`src/rtl/instruction_fetch_if.sv`:
```
// Instruction memory read bus: one word request held until acked.
interface instruction_fetch_if;
    logic        imem_req_o;
    logic [31:0] imem_addr_o;
    logic        imem_ack_i;
    logic [31:0] imem_data_i;

    modport master (
        output imem_req_o,
        output imem_addr_o,
        input  imem_ack_i,
        input  imem_data_i
    );

    modport slave (
        input  imem_req_o,
        input  imem_addr_o,
        output imem_ack_i,
        output imem_data_i
    );
endinterface

```
`src/rtl/instruction_fetch.sv`:
```
// Fetch stage: single outstanding imem read, small {pc, instr} FIFO towards decode,
// redirect flushes buffered words and drains any in-flight read.
module instruction_fetch #(
    parameter int          DEPTH    = 2,
    parameter logic [31:0] RESET_PC = 32'h0000_0000
) (
    input  logic                       clk,
    input  logic                       rst,
    instruction_fetch_if.master        imem,
    input  logic                       redirect_i,
    input  logic [31:0]                redirect_pc_i,
    input  logic                       stall_i,
    output logic                       instr_valid_o,
    output logic [31:0]                instr_o,
    output logic [31:0]                pc_o
);

    localparam int                PTR_W = $clog2(DEPTH);
    localparam int                CNT_W = $clog2(DEPTH + 1);
    localparam logic [CNT_W-1:0]  FULL  = CNT_W'(DEPTH);
    localparam logic [31:0]       NOP   = 32'hE320_F000;

    typedef enum logic [1:0] {IDLE, FETCH, DRAIN} state_t;

    state_t             state, state_next;
    logic [31:0]        pc, stale_addr, target;
    logic [CNT_W-1:0]   count, count_next;
    logic [PTR_W-1:0]   rd_ptr, wr_ptr;
    logic [31:0]        fifo_pc    [DEPTH];
    logic [31:0]        fifo_instr [DEPTH];
    logic               push, pop, abandon;
    logic               unused_pc_low;

    assign target        = {redirect_pc_i[31:2], 2'b00};
    assign unused_pc_low = ^redirect_pc_i[1:0];

    assign instr_valid_o = (count != '0) && !redirect_i;
    assign pop           = instr_valid_o && !stall_i;
    assign push          = (state == FETCH) && imem.imem_ack_i && !redirect_i;
    // Redirect while our read is still pending: remember its address so the bus stays stable.
    assign abandon       = (state == FETCH) && redirect_i && !imem.imem_ack_i;

    assign instr_o = instr_valid_o ? fifo_instr[rd_ptr] : NOP;
    assign pc_o    = instr_valid_o ? fifo_pc[rd_ptr]    : 32'h0;

    always_comb begin
        count_next = count;
        if (redirect_i)
            count_next = '0;
        else if (push && !pop)
            count_next = count + CNT_W'(1);
        else if (!push && pop)
            count_next = count - CNT_W'(1);
    end

    always_ff @(posedge clk or negedge rst) begin
        if (!rst)
            state <= IDLE;
        else
            state <= state_next;
    end

    always_comb begin
        state_next = state;
        case (state)
            IDLE:  if (count_next < FULL) state_next = FETCH;
            FETCH: begin
                if (imem.imem_ack_i) begin
                    if (!redirect_i && !(count_next < FULL))
                        state_next = IDLE;
                end else if (redirect_i) begin
                    state_next = DRAIN;
                end
            end
            DRAIN: if (imem.imem_ack_i) state_next = FETCH;
            default: state_next = IDLE;
        endcase
    end

    always_comb begin
        imem.imem_req_o  = 1'b0;
        imem.imem_addr_o = 32'h0;
        case (state)
            FETCH: begin
                imem.imem_req_o  = 1'b1;
                imem.imem_addr_o = pc;
            end
            DRAIN: begin
                imem.imem_req_o  = 1'b1;
                imem.imem_addr_o = stale_addr;
            end
            default: ;
        endcase
    end

    always_ff @(posedge clk or negedge rst) begin
        if (!rst) begin
            pc     <= RESET_PC;
            count  <= '0;
            rd_ptr <= '0;
            wr_ptr <= '0;
        end else begin
            count <= count_next;
            if (redirect_i)
                pc <= target;
            else if (push)
                pc <= pc + 32'd4;
            if (redirect_i) begin
                rd_ptr <= '0;
                wr_ptr <= '0;
            end else begin
                if (push) wr_ptr <= wr_ptr + PTR_W'(1);
                if (pop)  rd_ptr <= rd_ptr + PTR_W'(1);
            end
        end
    end

    // Payload storage carries no reset; count gates every read of it.
    always_ff @(posedge clk) begin
        if (push) begin
            fifo_pc[wr_ptr]    <= pc;
            fifo_instr[wr_ptr] <= imem.imem_data_i;
        end
        if (abandon)
            stale_addr <= pc;
    end

endmodule

```
`src/flat_wrapper.sv`:
```
// flat-port wrapper written by rule: the top's interface ports become plain ports
module instruction_fetch_flat 
#(
    parameter int          DEPTH    = 2,
    parameter logic [31:0] RESET_PC = 32'h0000_0000
)
  (clk, rst, redirect_i, redirect_pc_i, stall_i, instr_valid_o, instr_o, pc_o, imem_imem_req_o, imem_imem_addr_o, imem_imem_ack_i, imem_imem_data_i);
  instruction_fetch_if imem_i ();
  input  logic clk;
  input  logic rst;
  input  logic redirect_i;
  input  logic [31:0] redirect_pc_i;
  input  logic stall_i;
  output logic instr_valid_o;
  output logic [31:0] instr_o;
  output logic [31:0] pc_o;
  output wire logic [$bits(imem_i.imem_req_o)-1:0] imem_imem_req_o;
  output wire logic [$bits(imem_i.imem_addr_o)-1:0] imem_imem_addr_o;
  input wire logic [$bits(imem_i.imem_ack_i)-1:0] imem_imem_ack_i;
  input wire logic [$bits(imem_i.imem_data_i)-1:0] imem_imem_data_i;
  assign imem_imem_req_o = imem_i.imem_req_o;
  assign imem_imem_addr_o = imem_i.imem_addr_o;
  assign imem_i.imem_ack_i = imem_imem_ack_i;
  assign imem_i.imem_data_i = imem_imem_data_i;
  instruction_fetch #(.DEPTH(DEPTH), .RESET_PC(RESET_PC)) u_core (.clk(clk), .rst(rst), .imem(imem_i), .redirect_i(redirect_i), .redirect_pc_i(redirect_pc_i), .stall_i(stall_i), .instr_valid_o(instr_valid_o), .instr_o(instr_o), .pc_o(pc_o));
endmodule
```
`config.mk`:
```
export PLATFORM = sky130hd
export DESIGN_NAME = instruction_fetch_flat
export DESIGN_NICKNAME = d
export VERILOG_FILES = /design/src/rtl/instruction_fetch_if.sv /design/src/rtl/instruction_fetch.sv /design/src/flat_wrapper.sv
export SDC_FILE = /design/constraint.sdc
export NUM_CORES = 1
export LEC_CHECK = 0
export CAP_MARGIN = 20
export CORE_ASPECT_RATIO = 1.5
export CORE_MARGIN = 4
export CORE_UTILIZATION = 43
export CTS_CLUSTER_SIZE = 16
export DETAILED_ROUTE_END_ITERATION = 16
export DONT_BUFFER_PORTS = 1
export PLACE_DENSITY = 0.62
export SYNTH_ARGS = -nofsm -noshare
export SYNTH_HDL_FRONTEND = slang
export SYNTH_SLANG_ARGS = --single-unit
```
`constraint.sdc`:
```
create_clock -name clk -period 7.3 [get_ports clk]
set_clock_uncertainty 0.15 [all_clocks]
set_input_delay 2.19 -clock clk [delete_from_list [all_inputs] [get_ports clk]]
set_output_delay 2.19 -clock clk [all_outputs]
set_load 0.01 [all_outputs]
```
Word-level counts from Yosys, hierarchy flattened
Memories as Yosys holds them, arrays and structs flattened. Index checks and enable logic that the tools add are counted. W data, S select, Z words.

Input bits: 69. Logic and storage cells: 62. RAM bits: 128. Memories: 2. Flip-flop bits (word level): 70. Output and inout port bits: 98.

Memory list: u_core.fifo_instr (depth 2, width 32, rd ports 1, clocked after memory_dff 0, wr ports 1, RTL line instruction_fetch.sv:30) `logic [31:0] fifo_instr [DEPTH];`; u_core.fifo_pc (depth 2, width 32, rd ports 1, clocked after memory_dff 0, wr ports 1, RTL line instruction_fetch.sv:29) `logic [31:0] fifo_pc [DEPTH];`.

Reductions and logical operators: 21. Multiplexer cells: 21. Eq/ne operators: 6. Magnitude comparators: 1. Add/subtract/negate cells: 5.

Operators with widths (number): $mux W32 (4); $pmux W32 S2 (1); $add A32 B3 Y32 const B (1); $mux W2 (8); $logic_and A1 B1 Y1 (9); $mux W1 (7); $logic_not A1 Y1 (6); $ne A3 B3 Y1 const B (2); $pmux W2 S3 (1); $reduce_bool A2 Y1 (3); $reduce_and A4 Y1 (1); $add A1 B1 Y1 const B (2); $add A2 B1 Y2 const B (1); $eq A2 B1 Y1 const B (1); $eq A2 B2 Y1 const B (1); $logic_not A2 Y1 (1); $lt A2 B2 Y1 const B (1); $ne A2 B1 Y1 const B (1); $ne A2 B2 Y1 const B (1); $reduce_or A2 Y1 (1); $sub A2 B1 Y2 const B (1).

Depth between registers and ports, before layout
Gate-level depths: netlist of run 1.

Word-level depth: 14. Mapped depth: 9. Gate-level depth less buffers: 7.

Least setup slack after synthesis of run 1
No wires, ideal clock.

Path kind: input port to flip-flop. From: in redirect_i. To: mem u_core.fifo_instr[0][0] (enable). Required time: 6.591 ns. Setup slack: -0.261 ns. Setup time: 0.559 ns. Stages: 3. Arrival time: 6.853 ns. Path buffers: 2. Cells stage by stage: clkbuf_1 buf_1 nor3_1.

Cells in the longest elaborated chain, start to end: 4.

Ends and longest elaborated chain: start: declaration (RTL line flat_wrapper.sv:11) `input logic redirect_i;`; $logic_not A1 Y1 (RTL line instruction_fetch.sv:39) `assign push = (state == FETCH) && imem.imem_ack_i && !redirect_i;`; $logic_and A1 B1 Y1 (RTL line instruction_fetch.sv:39); $mux W1 (RTL line instruction_fetch.sv:120) `if (push) begin`; $mux W1 (implied by the code) (RTL line instruction_fetch.sv:122) `fifo_instr[wr_ptr] <= imem.imem_data_i;`; end: declaration (RTL line instruction_fetch.sv:30).

No other way between the ends.

Final worst setup path of run 1
From: in redirect_i. To: out pc_o[20].

Cells in the longest elaborated chain, start to end: 3.

Ends and longest elaborated chain: $logic_not A1 Y1 (RTL line instruction_fetch.sv:37) `assign instr_valid_o = (count != '0) && !redirect_i;`; $logic_and A1 B1 Y1 (RTL line instruction_fetch.sv:37); $mux W32 (RTL line instruction_fetch.sv:44) `assign pc_o = instr_valid_o ? fifo_pc[rd_ptr] : 32'h0;`; end: declaration (RTL line flat_wrapper.sv:16) `output logic [31:0] pc_o;`.

No other way between the ends.

==> flow_summary.ini, run 1 <==
[outcome]
status = finished, final reports clean

[finish]
fillers = 1658
fin_area_um2 = 9000
fin_cells = 863
fin_nets = 673
fin_util_pct = 48.3
multi_input_comb_area_um2 = 2460
syn_to_final_growth_pct = 10.2
diodes = 0
drive_gt1_share_pct = 9.33
register_area_um2 = 5530

[pwr]
peakVddDrop_v = 0.000219
leakagePower_nw = 2.95
powerDensity_nw_per_um2 = 347
power_mw = 3.12

[floorplan]
start_util_pct = 43.9
rows = 61
io_pins = 167
core_area_um2 = 18600
die_h_um = 177
design.die.area_um2 = 21300
die_w_um = 121

[route]
via_per_inst = 5.33
antenna_left = 0
via_count = 4599
finalWirelength_um = 18000
drt_iter0_drc = 297
dr.pass1.iters = 5
wl_per_cell_um = 20.8
drc = 0

[placed_design]
placed_cell_area_um2 = 8400
dp.final_hpwl_um = 12000
portBuffers = 0
post-place-cells = 829
place_congestion = 0.758
post-place-ws_ns = 1.69

[sta]
min_period_ns = 5.61
final-setup-viol-count = 0
tns_ns = 0
worst_slew_pin_slew_ns = 0.965
fin_ws_ns = 1.69
drv_slew = 0
min_period_over_period_pct = 76.8
hold_violations = 0
relSlewSlack_pct = 35.5
fmax_mhz = 178
rsz0062_at_grt = no
whs_ns = 0.437

[setup_path]
cp.required_ns = 4.96
cp_slowest_stage_delay_ns = 0.50
criticalPathCategory = in -> out
rr_endpoint = u_core.fifo_pc[0][18]
timing.rr.start = u_core.state[1]
path_cells = or2_2 -> buf_4 -> nor2_1
cp_top_family = simple AND/OR/NAND/NOR gates
critPathMaxFanout = 64
start_kind = primary input
end_kind = output port
ff2ff_setup_slack_ns = 3.54
arrival_ns = 3.27
crit_buf_inv = 1
r2r_cells = 6
cp_slowest_cell = or2_2

[synth]
synth-edff-count = 154
seq_area_frac_synth_pct = 67.7
yosysUniqueCellTypes = 41
yosys_register_bits = 190
syn_area_per_cell_um2 = 13.5
ys.warnings.count = 0
syn-cell-area_um2 = 8170
async_flop_share_pct = 18.9
synthCells = 606
synthFlopType = edfxtp_1

[clocking]
htreeDepth = 4
cts_buffers = 17
hold_buffers = 0
clockBufferDepth = 2
path_clk_slew_ns = 0.07
clock-sinks = 190
cts_setup_buffers = 0
cts_tree = done
root_buffer = clkbuf_16
insertion_delay_ns = 0.42
ctsResizeCount = 0

[grt]
grt-ovfl-total = 0
grt_pass1_wl_um = 27300
antenna_found_initial = 0
grt_use_total_pct = 16.9
grt_pass1_vias = 4726
grt_max_degree = 65

[worst_hold_path]
min_to = u_core.state[1]
min_path_type = reg -> reg
hold_start = u_core.state[1]
whs_path_depth = 1

[job]
drv_cap = 0
[cells by family (layout without fill, tap and decap cells)]
family,after synthesis,in the layout,synth area share [%]
compound gates,66,66,5.16
xor+xnor,32,32,3.43
fa+ha+maj,6,6,0.919
buf+inv,49,51,2.53
flops,190,190,67.7
mux,67,67,8.26
other cells,1,4,0.0459
simple gates,195,195,12.0
[cells in the final DEF, fill, tap and decap left out, types with 2 or more instances in the layout]
cell,n
edfxtp_1,154
mux2i_1,64
nor2_1,61
nand2_1,53
dfrtp_1,35
a22oi_1,30
nor2b_1,30
xnor2_1,20
o21ai_0,18
clkbuf_16,17
o21ai_1,12
xor2_1,12
nand3_1,11
nand4_1,10
inv_1,8
buf_4,8
ha_1,6
nor4_1,5
clkinv_4,5
and3_1,4
nor3_1,4
conb_1,4
inv_8,4
mux2_2,3
and4_1,3
nor4_2,3
inv_6,3
nor4_4,2
clkinv_2,2
[per-layer routing]
layer / global-route usage [%] / vias to the layer above / part of all wire [%]
met5: 0 / - / 0
met4: 5.77 / 0 / 1.6
met3: 4.09 / 17 / 5.5
met2: 30.4 / 136 / 54
met1: 19.7 / 2270 / 39
li1: - / 2176 / -
[synth_stat cells (2+ instances only)]
cell type    n  area share [%]
a22oi_1     30             2.8
and3_1       5            0.38
and4_1       3            0.32
buf_1        5            0.23
buf_4        4            0.37
clkbuf_1    30             1.4
dfrtp_1     36              11
edfxtp_1   154              57
ha_1         6            0.92
inv_1        8            0.37
mux2_2       3            0.41
mux2i_1     64             7.8
nand2_1     53             2.4
nand3_1     11            0.67
nand4_1     10            0.77
nor2_1      61             2.8
nor2b_1     30             2.3
nor3_1       5            0.31
nor4_1       5            0.38
nor4_2       3            0.46
nor4_4       2            0.52
o21ai_0     18             1.1
o21ai_1     12            0.74
xnor2_1     20             2.1
xor2_1      12             1.3
[registers in the layout, indices dropped and copies added, names as in the netlist]
name and count:
u_core.fifo_instr 64, u_core.state 2, u_core.fifo_pc 60, u_core.stale_addr 30
u_core.wr_ptr 1, u_core.count 2, u_core.rd_ptr 1, u_core.pc 30
[worst register-to-register path, cell delays in order (launching register included)]
cell,delay (ns)
dfrtp_1,0.42
inv_1,0.10
ha_1,0.58
buf_4,0.41
nand2_1,0.24
nor3_4,0.78
buf_4,0.66
[how the worst max path moves through the flow]
stage,from,end,slack (ns),depth (start not counted)
after floorplan,redirect_i,instr_o[12],1.62,6
after global placement,redirect_i,instr_o[25],1.69,3
after detailed placement,redirect_i,pc_o[20],1.69,3
after CTS,redirect_i,pc_o[20],1.69,3
after global routing,redirect_i,instr_o[3],1.62,3
final,redirect_i,pc_o[20],1.69,3
[cell type report]
class	instances	area share (%)
clock buffer	18	4.88
clock inverter	14	1.39
inverter	9	0.375
multi-input combinational	370	27.4
sequential	190	61.4
tap	252	3.50
timing repair buffer	10	1.06
[power breakdown]
group / internal [mW] / switching (mW) / leakage, nW / total (mW)
clock: 0.460 / 0.424 / 0.283 / 0.884
sequential: 1.31 / 0.107 / 1.84 / 1.41
combinational: 0.302 / 0.520 / 0.825 / 0.822
total: 2.07 / 1.05 / 2.95 / 3.12
No activity file was read; power rests on OpenSTA's default activity.
==> run 2: changes to the inputs <==
--- a/config.mk
+++ b/config.mk
@@ -12,7 +12,7 @@
 export CTS_CLUSTER_SIZE = 16
 export DETAILED_ROUTE_END_ITERATION = 16
 export DONT_BUFFER_PORTS = 1
-export PLACE_DENSITY = 0.62
+export PLACE_DENSITY = 0.64
 export SYNTH_ARGS = -nofsm -noshare
 export SYNTH_HDL_FRONTEND = slang
 export SYNTH_SLANG_ARGS = --single-unit
==> constraint.sdc (replaced) <==
create_clock -name clk -period 4.5 [get_ports clk]
set_clock_uncertainty 0.15 [all_clocks]
set_input_delay 1.35 -clock clk [delete_from_list [all_inputs] [get_ports clk]]
set_output_delay 1.35 -clock clk [all_outputs]
set_load 0.01 [all_outputs]
==> flow_summary.ini, run 2 (same netlist as run 1, synthesis figures left out) <==
[pwr]
peakVddDrop_v = 0.000273
powerDensity_nw_per_um2 = 557
leakagePower_nw = 2.95

[finish]
final_cell_mix = edfxtp_1 (154), mux2i_1 (64), nor2_1 (61)
largest_reg_flops = 64
drive_gt1_share_pct = 9.31
fillers = 1658
syn_to_final_growth_pct = 10.3
regMostFlops = u_core.fifo_instr
fin_cells = 864
multi_input_comb_area_um2 = 2470
fin_nets = 674
diodes = 0
reg.largest.list = u_core.fifo_instr x64, u_core.fifo_pc x60
final_common_cell = edfxtp_1
fin_area_um2 = 9010
register_area_um2 = 5530
fin_util_pct = 48.4

[route]
drc = 0
drt_iter0_drc = 259
via_per_inst = 5.32
wl_per_cell_um = 20.1
finalWirelength_um = 17400
wl_met2_um = 9310
via_count = 4599
drt-met1-wl_um = 6810
antenna_left = 0
dr.pass1.iters = 4
dr.max_layer_used = met4
wl_met3_um = 927

[floorplan]
rows = 61
start_util_pct = 43.9
die_w_um = 121
design.die.area_um2 = 21300
die_h_um = 177
core_area_um2 = 18600
io_pins = 167

[worst_hold_path]
hold_start = u_core.state[1]
whs_path_depth = 1
min_to = u_core.state[1]
min_path_type = reg -> reg

[job]
drv_cap = 0

[sta]
min_period_over_period_pct = 90.5
hold_violations = 0
whs_ns = 0.444
min_period_ns = 4.07
worst_slew_pin_slew_ns = 0.884
fmax_mhz = 245
drv_slew = 0
rsz0062_at_grt = no
tns_ns = 0
final-setup-viol-count = 0
relSlewSlack_pct = 41.1

[setup_path]
ff2ff_setup_slack_ns = 1.48
timing.rr.start = u_core.state[1]
start_kind = primary input
criticalPathCategory = in -> out
end_kind = output port
r2r_cells = 6
critPathMaxFanout = 64
arrival_ns = 2.57
cp.required_ns = 3.00
rr_endpoint = u_core.fifo_pc[1][11]

[grt]
grt_pass1_vias = 4837
grt_max_degree = 65
grt_pass1_wl_um = 27200
grt_use_total_pct = 16.6
grt-ovfl-total = 0
antenna_found_initial = 0

[placed_design]
post-place-cells = 832
place_congestion = 0.832
placed_cell_area_um2 = 8440
portBuffers = 0
dp.final_hpwl_um = 11900

[clocking]
ctsResizeCount = 0
htreeDepth = 4
cts_tree = done
path_clk_slew_ns = 0.07
cts_setup_buffers = 0
root_buffer = clkbuf_16
clockBufferDepth = 2
clock-sinks = 190
insertion_delay_ns = 0.42
cts_buffers = 17
hold_buffers = 0

[outcome]
status = finished, final reports clean
[run 2: cell count changes in the layout (fill, tap and decap cells not counted), sizes merged]
cell | before | now
buf | 10 | 11
clkinvlp | 0 | 1
clkbuf | 18 | 19
clkinv | 8 | 6
[run 2: area by class of cell]
| type | count | area share, % |
|---|---|---|
| timing repair buffer | 11 | 1.06 |
| tap | 252 | 3.50 |
| clock buffer | 19 | 4.92 |
| clock inverter | 13 | 1.37 |
| multi-input combinational | 370 | 27.4 |
| inverter | 9 | 0.375 |
| sequential | 190 | 61.4 |
[run 2: worst max path at each step]
stage | from | end | slack (ns) | cells after the start
after detailed placement | redirect_i | instr_o[21] | 0.40 | 3
after floorplan | redirect_i | instr_o[12] | 0.50 | 6
final | redirect_i | instr_o[21] | 0.43 | 3
after global placement | redirect_i | instr_o[12] | 0.47 | 3
after CTS | redirect_i | instr_o[21] | 0.41 | 3
after global routing | redirect_i | instr_o[30] | 0.34 | 3
[run 2: critical path: stages]
cell	delay, ns
or2_2	0.60
inv_1	0.38
nand2_1	0.21
[run 2: per-stage QoR]
step           total power, mW  worst slack [ns]
2_1_floorplan             3.32             0.504
3_3_place_gp              3.62             0.475
3_5_place_dp              3.67             0.401
4_1_cts                   5.09             0.412
5_1_grt                   5.29             0.340
6_report                  5.02             0.426
[run 2: per-layer routing]
layer,vias up,GRT usage [%]
li1,2175,-
met1,2263,19.7
met2,145,29.1
met3,16,3.55
met4,0,7.09
met5,-,0
[run 2: power by group]
part	switching, mW	internal, mW	total (mW)
logic	0.813	0.473	1.29
registers	0.189	2.12	2.31
clock network	0.677	0.748	1.42
total	1.68	3.34	5.02
